[config.mk]
export PLATFORM = sky130hd
export DESIGN_NAME = adder_seq_ctrl_amisha
export DESIGN_NICKNAME = d
export VERILOG_FILES = /design/src/rtl/adder_seq_ctrl_amisha.sv
export SDC_FILE = /design/constraint.sdc
export NUM_CORES = 1
export LEC_CHECK = 0
export CORE_ASPECT_RATIO = 2
export CORE_MARGIN = 4
export CORE_UTILIZATION = 27
export CTS_CLUSTER_DIAMETER = 150
export CTS_CLUSTER_SIZE = 14
export DETAILED_ROUTE_END_ITERATION = 6
export PLACE_DENSITY = 0.46
export SLEW_MARGIN = 20
export SYNTH_ARGS = -nofsm -noshare
export SYNTH_HDL_FRONTEND = slang
export SYNTH_SLANG_ARGS = --single-unit
[constraint.sdc]
create_clock -name clk_amisha -period 3.2 [get_ports clk_amisha]
set_input_delay 0.64 -clock clk_amisha [delete_from_list [all_inputs] [get_ports clk_amisha]]
set_output_delay 0.64 -clock clk_amisha [all_outputs]
set_load 0.1 [all_outputs]
[src/rtl/adder_seq_ctrl_amisha.sv]
// Nibble-serial wide adder: one 4-bit carry-chained slice reused over NIBBLES cycles,
// LSB nibble first, behind a start/done handshake.
module adder_seq_ctrl_amisha #(
    parameter int unsigned NIBBLES = 4
) (
    input  logic                 clk_amisha,
    input  logic                 rst_n_amisha,
    input  logic                 start_amisha,
    input  logic [4*NIBBLES-1:0] a_amisha,
    input  logic [4*NIBBLES-1:0] b_amisha,
    input  logic                 cin_amisha,
    output logic                 busy_amisha,
    output logic                 done_amisha,
    output logic [4*NIBBLES-1:0] sum_amisha,
    output logic                 cout_amisha,
    output logic                 ovf_amisha
);

    localparam int unsigned W = 4 * NIBBLES;

    typedef enum logic [1:0] {StIdle, StRun, StDone} state_e;

    state_e         state_q, state_d;
    logic [W-1:0]   opa_q, opa_d, opb_q, opb_d;
    logic [W-1:0]   wsum_q, wsum_d;
    logic           c_q, c_d;
    logic [2:0]     cnt_q, cnt_d;
    logic [W-1:0]   sum_q, sum_d;
    logic           cout_q, cout_d;
    logic           ovf_q, ovf_d;

    logic [3:0]     nib_a, nib_b;
    logic [4:0]     t;
    logic [W-1:0]   wsum_upd;
    logic           last_nib;

    // Nibble select and working-sum merge, written as constant-index muxes over cnt.
    always_comb begin
        nib_a = 4'h0;
        nib_b = 4'h0;
        for (int i = 0; i < NIBBLES; i++) begin
            if (cnt_q == 3'(i)) begin
                nib_a = opa_q[4*i +: 4];
                nib_b = opb_q[4*i +: 4];
            end
        end
        t = {1'b0, nib_a} + {1'b0, nib_b} + {4'b0000, c_q};
        wsum_upd = wsum_q;
        for (int i = 0; i < NIBBLES; i++) begin
            if (cnt_q == 3'(i)) begin
                wsum_upd[4*i +: 4] = t[3:0];
            end
        end
        last_nib = (cnt_q == 3'(NIBBLES - 1));
    end

    always_comb begin
        state_d = state_q;
        opa_d   = opa_q;
        opb_d   = opb_q;
        wsum_d  = wsum_q;
        c_d     = c_q;
        cnt_d   = cnt_q;
        sum_d   = sum_q;
        cout_d  = cout_q;
        ovf_d   = ovf_q;
        case (state_q)
            StIdle, StDone: begin
                if (start_amisha) begin
                    opa_d   = a_amisha;
                    opb_d   = b_amisha;
                    c_d     = cin_amisha;
                    cnt_d   = 3'd0;
                    wsum_d  = '0;
                    state_d = StRun;
                end else begin
                    state_d = StIdle;
                end
            end
            StRun: begin
                wsum_d = wsum_upd;
                c_d    = t[4];
                if (last_nib) begin
                    sum_d   = wsum_upd;
                    cout_d  = t[4];
                    ovf_d   = (opa_q[W-1] == opb_q[W-1]) && (wsum_upd[W-1] != opa_q[W-1]);
                    state_d = StDone;
                end else begin
                    cnt_d = cnt_q + 3'd1;
                end
            end
            default: state_d = StIdle;
        endcase
    end

    always_ff @(posedge clk_amisha) begin
        if (!rst_n_amisha) begin
            state_q <= StIdle;
            opa_q   <= '0;
            opb_q   <= '0;
            wsum_q  <= '0;
            c_q     <= 1'b0;
            cnt_q   <= 3'd0;
            sum_q   <= '0;
            cout_q  <= 1'b0;
            ovf_q   <= 1'b0;
        end else begin
            state_q <= state_d;
            opa_q   <= opa_d;
            opb_q   <= opb_d;
            wsum_q  <= wsum_d;
            c_q     <= c_d;
            cnt_q   <= cnt_d;
            sum_q   <= sum_d;
            cout_q  <= cout_d;
            ovf_q   <= ovf_d;
        end
    end

    assign busy_amisha = (state_q == StRun);
    assign done_amisha = (state_q == StDone);
    assign sum_amisha  = sum_q;
    assign cout_amisha = cout_q;
    assign ovf_amisha  = ovf_q;

endmodule

* Word level (Yosys, flattened, before mapping)
Cells that the tools add are included.
Cells by class: $add $sub $neg 3, eq/ne operators 10, mux-type cells 22, reductions and logical operators 9
Operators by type and width (count):
- $mux W4 | 12
- $pmux W16 S2 | 1
- $mux W16 | 1
- $eq A3 B2 Y1 const B | 2
- $mux W3 | 2
- $pmux W3 S2 | 1
- $reduce_and A2 Y1 | 3
- $add A4 B4 Y5 | 1
- $add A5 B1 Y5 | 1
- $ne A2 B2 Y1 const B | 2
- $pmux W2 S2 | 1
- $add A3 B1 Y3 const B | 1
- $eq A3 B1 Y1 const B | 1
- $logic_not A3 Y1 | 1
- $reduce_and A3 Y1 | 1
- $eq A2 B1 Y1 const B | 1
- $eq A2 B2 Y1 const B | 1
- $logic_not A2 Y1 | 1
- $mux W1 | 2
- $mux W2 | 1
- $ne A2 B1 Y1 const B | 1
- $pmux W1 S2 | 1
- $reduce_bool A2 Y1 | 1
- $reduce_or A2 Y1 | 1
- other kinds (3) | 3
Storage, ports and cells: register bits after elaboration 72, bits of input ports 36, output and inout port bits 20, word-level logic and storage cells 53

* Longest topological paths before layout
word-level depth 10, gate-level depth with buffers 14, depth with buffers taken out 13

* Least setup slack after synthesis
No wires, ideal clock.
kind register -> register, start point reg cnt_q[1], end point reg wsum_q[2], library setup time 118 ps, arrival time 2591 ps, path slack 491 ps, stages on the path, launching flop included 15, path buffers 1, clock period less this slack 2709 ps, cell sequence dfxtp_1 inv_1 ha_1 buf_2 and3b_1 a21oi_1 o21ai_0 a22oi_1 fa_1 inv_1 fa_1 xnor2_1 nor2_1 a22oi_1 nor2b_1
Between the ends: longest elaborated chain between the ends 9
Ends and longest elaborated chain:
- start: declaration | RTL line 27 | logic [2:0] cnt_q, cnt_d;
- start signal: assignment | RTL line 113 | cnt_q <= cnt_d;
- $logic_not A3 Y1 | RTL line 42, 50
- $mux W4 (4 in series) | RTL line 42 | if (cnt_q == 3'(i)) begin
- $add A4 B4 Y5 | RTL line 47 | t = {1'b0, nib_a} + {1'b0, nib_b} + {4'b0000, c_q};
- $add A5 B1 Y5 | RTL line 47
- $mux W4 * | RTL line 50 | if (cnt_q == 3'(i)) begin
- $pmux W16 S2 * | RTL line 67 | case (state_q)
- end signal: assignment | RTL line 111 | wsum_q <= wsum_d;
- end: declaration | RTL line 25 | logic [W-1:0] wsum_q, wsum_d;
Mark *: on every way between the ends. The rest lies on a longest branch, timed or not. A chain may end at the register's enable or synchronous reset.

* Final worst setup path
start point reg cnt_q[0], end point reg c_q
Between the ends: longest elaborated chain between the ends 8
Ends and longest elaborated chain:
- $logic_not A3 Y1 | RTL line 42
- $mux W4 (4 in series) | RTL line 42
- $add A4 B4 Y5 * | RTL line 47
- $add A5 B1 Y5 * | RTL line 47
- $pmux W1 S2 * | RTL line 67
- end signal: assignment | RTL line 102 | c_q <= 1'b0;
- end signal: assignment | RTL line 112 | c_q <= c_d;
- end: declaration | RTL line 26 | logic c_q, c_d;
Marks and branches as above.

==> insert_results.sql <==
INSERT INTO impl_metrics (metric_group, metric, value, unit) VALUES
('sta', 'finalCriticalPeriod', '2.931', 'ns'),
('clocking', 'cts-htree-levels', '3', ''),
('clocking', 'post_cts_resized', '0', ''),
('detailed_routing', 'via_per_inst', '4.695', ''),
('synth', 'synthesis.area', '0.003187', 'mm2'),
('detailed_routing', 'drc_errors', '0', ''),
('detailed_routing', 'route.vias.total', '2737', ''),
('synth', 'postSynthAreaPerCell', '8.277', 'um2'),
('worst_setup_path', 'cp-startpoint', 'cnt_q[0]$_SDFFE_PN0P_', ''),
('run_status', 'status', 'completed', ''),
('synth', 'synth-simple-area-share', '22.85', '%'),
('run', 'drv.max_cap_violation_count', '0', ''),
('cells_and_area', 'sequential_cell_area', '0.001361', 'mm2'),
('synth', 'synthAdderAreaFrac', '4.397', '%'),
('worst_setup_path', 'critical_path_required', '3.42', 'ns'),
('global_routing', 'wire_length_of_the_first_global_routing_pass', '13780', 'um'),
('sta', 'setup_viols_final', '0', ''),
('floorplan', 'fp.dieArea', '0.01371', 'mm2'),
('cells_and_area', 'fin_area', '0.004110', 'mm2'),
('power', 'power-per-cell-area', '507.5', 'mW/mm2'),
('clocking', 'cts_sinks', '68', ''),
('worst_setup_path', 'slowest_delay', '0.43', 'ns'),
('sta', 'worstMarginPinSlew', '0.6467', 'ns'),
('synth', 'ys_seq_area_share', '42.72', '%'),
('sta', 'finalCritPeriodShare', '91.60', '%'),
('worst_setup_path', 'criticalPathCategory', 'flip-flop to flip-flop', ''),
('power', 'leakagePower', '1.581', 'nW'),
('cells_and_area', 'filler_cell_count', '1285', ''),
('worst_setup_path', 'worst-path-buf-inv', '2', ''),
('worst_setup_path', 'worst_path_max_delay_cell', 'sky130_fd_sc_hd__fa_1', ''),
('detailed_routing', 'avgRoutedWirePerCell', '14.79', 'um'),
('cells_and_area', 'diodes', '0', ''),
('synth', 'synth_compound_gate_area_share', '23.64', '%'),
('synth', 'async_reset_ff_share', '0', '%'),
('synth', 'yosys_warnings', '0', ''),
('power', 'total_net_switching_power', '0.0005225', 'W'),
('clocking', 'clock_tree_from_tritoncts', 'yes', ''),
('floorplan', 'pin_count', '56', ''),
('cells_and_area', 'fraction_of_final_layout_cells_with_drive_strength_greater_than_1', '12.24', '%'),
('floorplan', 'row_count', '55', ''),
('cells_and_area', 'num-nets-final', '483', ''),
('placement', 'buffer_ports.inserted', '55', ''),
('global_routing', 'global_route.usage.total', '13.07', '%'),
('hold_path', 'hold_class', 'flip-flop to flip-flop', ''),
('clocking', 'cts_made_buffers', '9', ''),
('clocking', 'clock_insertion_delay_worst_skew', '0.33', 'ns'),
('cells_and_area', 'multi_input_combinational_cell_area', '0.001673', 'mm2'),
('synth', 'synth.distinct_cells', '41', ''),
('power', 'power.clock.fraction', '43.2', '%'),
('clocking', 'postCtsSetupBuffers', '0', ''),
('sta', 'worst_relative_slew_slack', '56.89', '%'),
('sta', 'max_freq', '341.1', 'MHz'),
('clocking', 'clk_transition_reported_paths', '0.05', 'ns'),
('worst_setup_path', 'path_delay_family', 'compound AO/OA/AOI/OAI gates', ''),
('global_routing', 'globalRouteOverflowTotal', '0', ''),
('detailed_routing', 'drt_wl_total', '8623', 'um'),
('worst_setup_path', 'cp-end-kind', 'flip-flop', ''),
('floorplan', 'die_height', '161.6', 'um'),
('worst_setup_path', 'arrival', '3.15', 'ns'),
('floorplan', 'chipWidth', '84.82', 'um'),
('power', 'power.internal', '0.001564', 'W'),
('placement', 'place.gp.congestion', '0.8297', ''),
('cells_and_area', 'syn2layout_area_growth', '28.98', '%'),
('clocking', 'hold_buffers', '0', ''),
('sta', 'timing.clock.skew', '0.005635', 'ns'),
('sta', 'final-max-slew-violation-count', '0', ''),
('floorplan', 'initial_core_util', '27.90', '%'),
('floorplan', 'placeableCoreArea', '0.01142', 'mm2'),
('synth', 'yosys-mux-area-fraction', '0.9423', '%'),
('global_routing', 'grt_max_degree', '45', ''),
('sta', 'hold_violations', '0', '');
per-layer routing:
metal  track usage, %  vias up  wire length (um)
li1                 -     1420                 -
met1            12.38     1250              3182
met2            25.27       52              4910
met3            2.603       15               252
met4            7.277        0               277
met5                0        -                 0
logic make-up (layout without fill, tap and decap cells):
logic type,Yosys count,after routing
compound gates,110,110
xor+xnor,1,1
fa+ha+maj,10,10
buf+inv,35,91
flops,68,68
mux,3,3
simple gates,158,158
area by class of cell:
type                       instances  area share (%)
inverter                           8          0.7306
timing repair buffer              68           14.55
tap                              142           4.323
clock buffer                      13           6.332
sequential                        68           33.12
multi-input combinational        282           40.70
clock inverter                     2          0.2435
worst reg2reg max path: stages (launching register included):
cell and delay [ns]:
sky130_fd_sc_hd__dfxtp_1 0.39, sky130_fd_sc_hd__inv_1 0.10, sky130_fd_sc_hd__ha_1 0.31, sky130_fd_sc_hd__and3b_1 0.20, sky130_fd_sc_hd__a21oi_1 0.11, sky130_fd_sc_hd__o21ai_0 0.09
sky130_fd_sc_hd__a22oi_1 0.22, sky130_fd_sc_hd__fa_1 0.22, sky130_fd_sc_hd__inv_1 0.05, sky130_fd_sc_hd__fa_1 0.43, sky130_fd_sc_hd__a21o_1 0.21, sky130_fd_sc_hd__a21oi_1 0.24
sky130_fd_sc_hd__nor2_1 0.07, sky130_fd_sc_hd__o21a_1 0.18
power groups by stage:
| stage | logic (W) | registers [W] | clock network, W |
|---|---|---|---|
| after floorplan | 0.000180 | 0.000912 | 0 |
| after global placement | 0.000283 | 0.000921 | 0 |
| after detailed placement | 0.000286 | 0.000921 | 0 |
| after CTS | 0.000287 | 0.000903 | 0.000933 |
| after global routing | 0.000315 | 0.000905 | 0.000964 |
| final | 0.000283 | 0.000902 | 0.000901 |
path summary, 6_finish.rpt:
path	to	slack [ns]	cells after the start
worst max-delay path	c_q$_SDFFE_PN0P_	0.27	13
worst min-delay path	sum_amisha[4]$_SDFFE_PN0P_	0.45	2
worst max register to register	c_q$_SDFFE_PN0P_	0.27	13
worst min register to register	sum_amisha[4]$_SDFFE_PN0P_	0.45	2
synth_stat cells, types with 2 or more instances:
master	count	share of area [%]
sky130_fd_sc_hd__and3b_1	8	2.2
sky130_fd_sc_hd__o211ai_1	7	1.6
sky130_fd_sc_hd__buf_2	12	1.9
sky130_fd_sc_hd__nand3b_1	2	0.47
sky130_fd_sc_hd__o21ai_1	8	1.3
sky130_fd_sc_hd__dfxtp_1	68	43
sky130_fd_sc_hd__ha_1	8	3.1
sky130_fd_sc_hd__a22oi_1	5	1.2
sky130_fd_sc_hd__inv_1	6	0.71
sky130_fd_sc_hd__o21ai_0	8	1.3
sky130_fd_sc_hd__a21oi_1	22	3.5
sky130_fd_sc_hd__a32oi_1	3	0.82
sky130_fd_sc_hd__nand3_1	7	1.1
sky130_fd_sc_hd__a21boi_1	2	0.47
sky130_fd_sc_hd__fa_1	2	1.3
sky130_fd_sc_hd__mux2i_1	3	0.94
sky130_fd_sc_hd__o31a_1	3	0.82
sky130_fd_sc_hd__a22o_1	7	1.9
sky130_fd_sc_hd__clkbuf_1	12	1.4
sky130_fd_sc_hd__nand2b_1	5	0.98
sky130_fd_sc_hd__nor2_1	10	1.2
sky130_fd_sc_hd__a311oi_1	3	0.82
sky130_fd_sc_hd__nor2b_1	14	2.7
sky130_fd_sc_hd__nand2_1	99	12
sky130_fd_sc_hd__o21a_1	4	0.94
sky130_fd_sc_hd__a21boi_0	34	8.0
sky130_fd_sc_hd__buf_6	2	0.71
sky130_fd_sc_hd__nor3_1	7	1.1
sky130_fd_sc_hd__or2_2	2	0.39
cell usage in the layout, fill, tap and decap left out, types with 7 or more instances in the layout:
cell	instances
sky130_fd_sc_hd__ha_1	7
sky130_fd_sc_hd__nand2_1	99
sky130_fd_sc_hd__clkdlybuf4s50_1	35
sky130_fd_sc_hd__a21boi_0	34
sky130_fd_sc_hd__o211ai_1	7
sky130_fd_sc_hd__o21ai_0	8
sky130_fd_sc_hd__nor2_1	10
sky130_fd_sc_hd__dfxtp_1	68
sky130_fd_sc_hd__nor3_1	7
sky130_fd_sc_hd__buf_4	33
sky130_fd_sc_hd__nand3_1	7
sky130_fd_sc_hd__o21ai_1	8
sky130_fd_sc_hd__a22o_1	7
sky130_fd_sc_hd__nor2b_1	13
sky130_fd_sc_hd__and3b_1	8
sky130_fd_sc_hd__a21oi_1	22
sky130_fd_sc_hd__clkbuf_16	9
through the flow:
step                instances  hold WS [ns]  util, %  setup slack (ns)
floorplan                 385        0.4375        -            0.4910
global placement          568        0.4446    33.53            0.2919
detailed placement        568        0.4460    33.53            0.1634
CTS                       583        0.4534    35.89            0.1540
global route              583        0.4695    35.98          0.006206
finish                    583        0.4487    35.98            0.2687
sequential cells by signal, indices dropped and copies added, names as in the netlist:
register and count:
c_q 1, wsum_q 12, opa_q 16, cnt_q 3, cout_amisha 1, sum_amisha 16
ovf_amisha 1, state_q 2, opb_q 16
(Power assumes the default switching activity.)
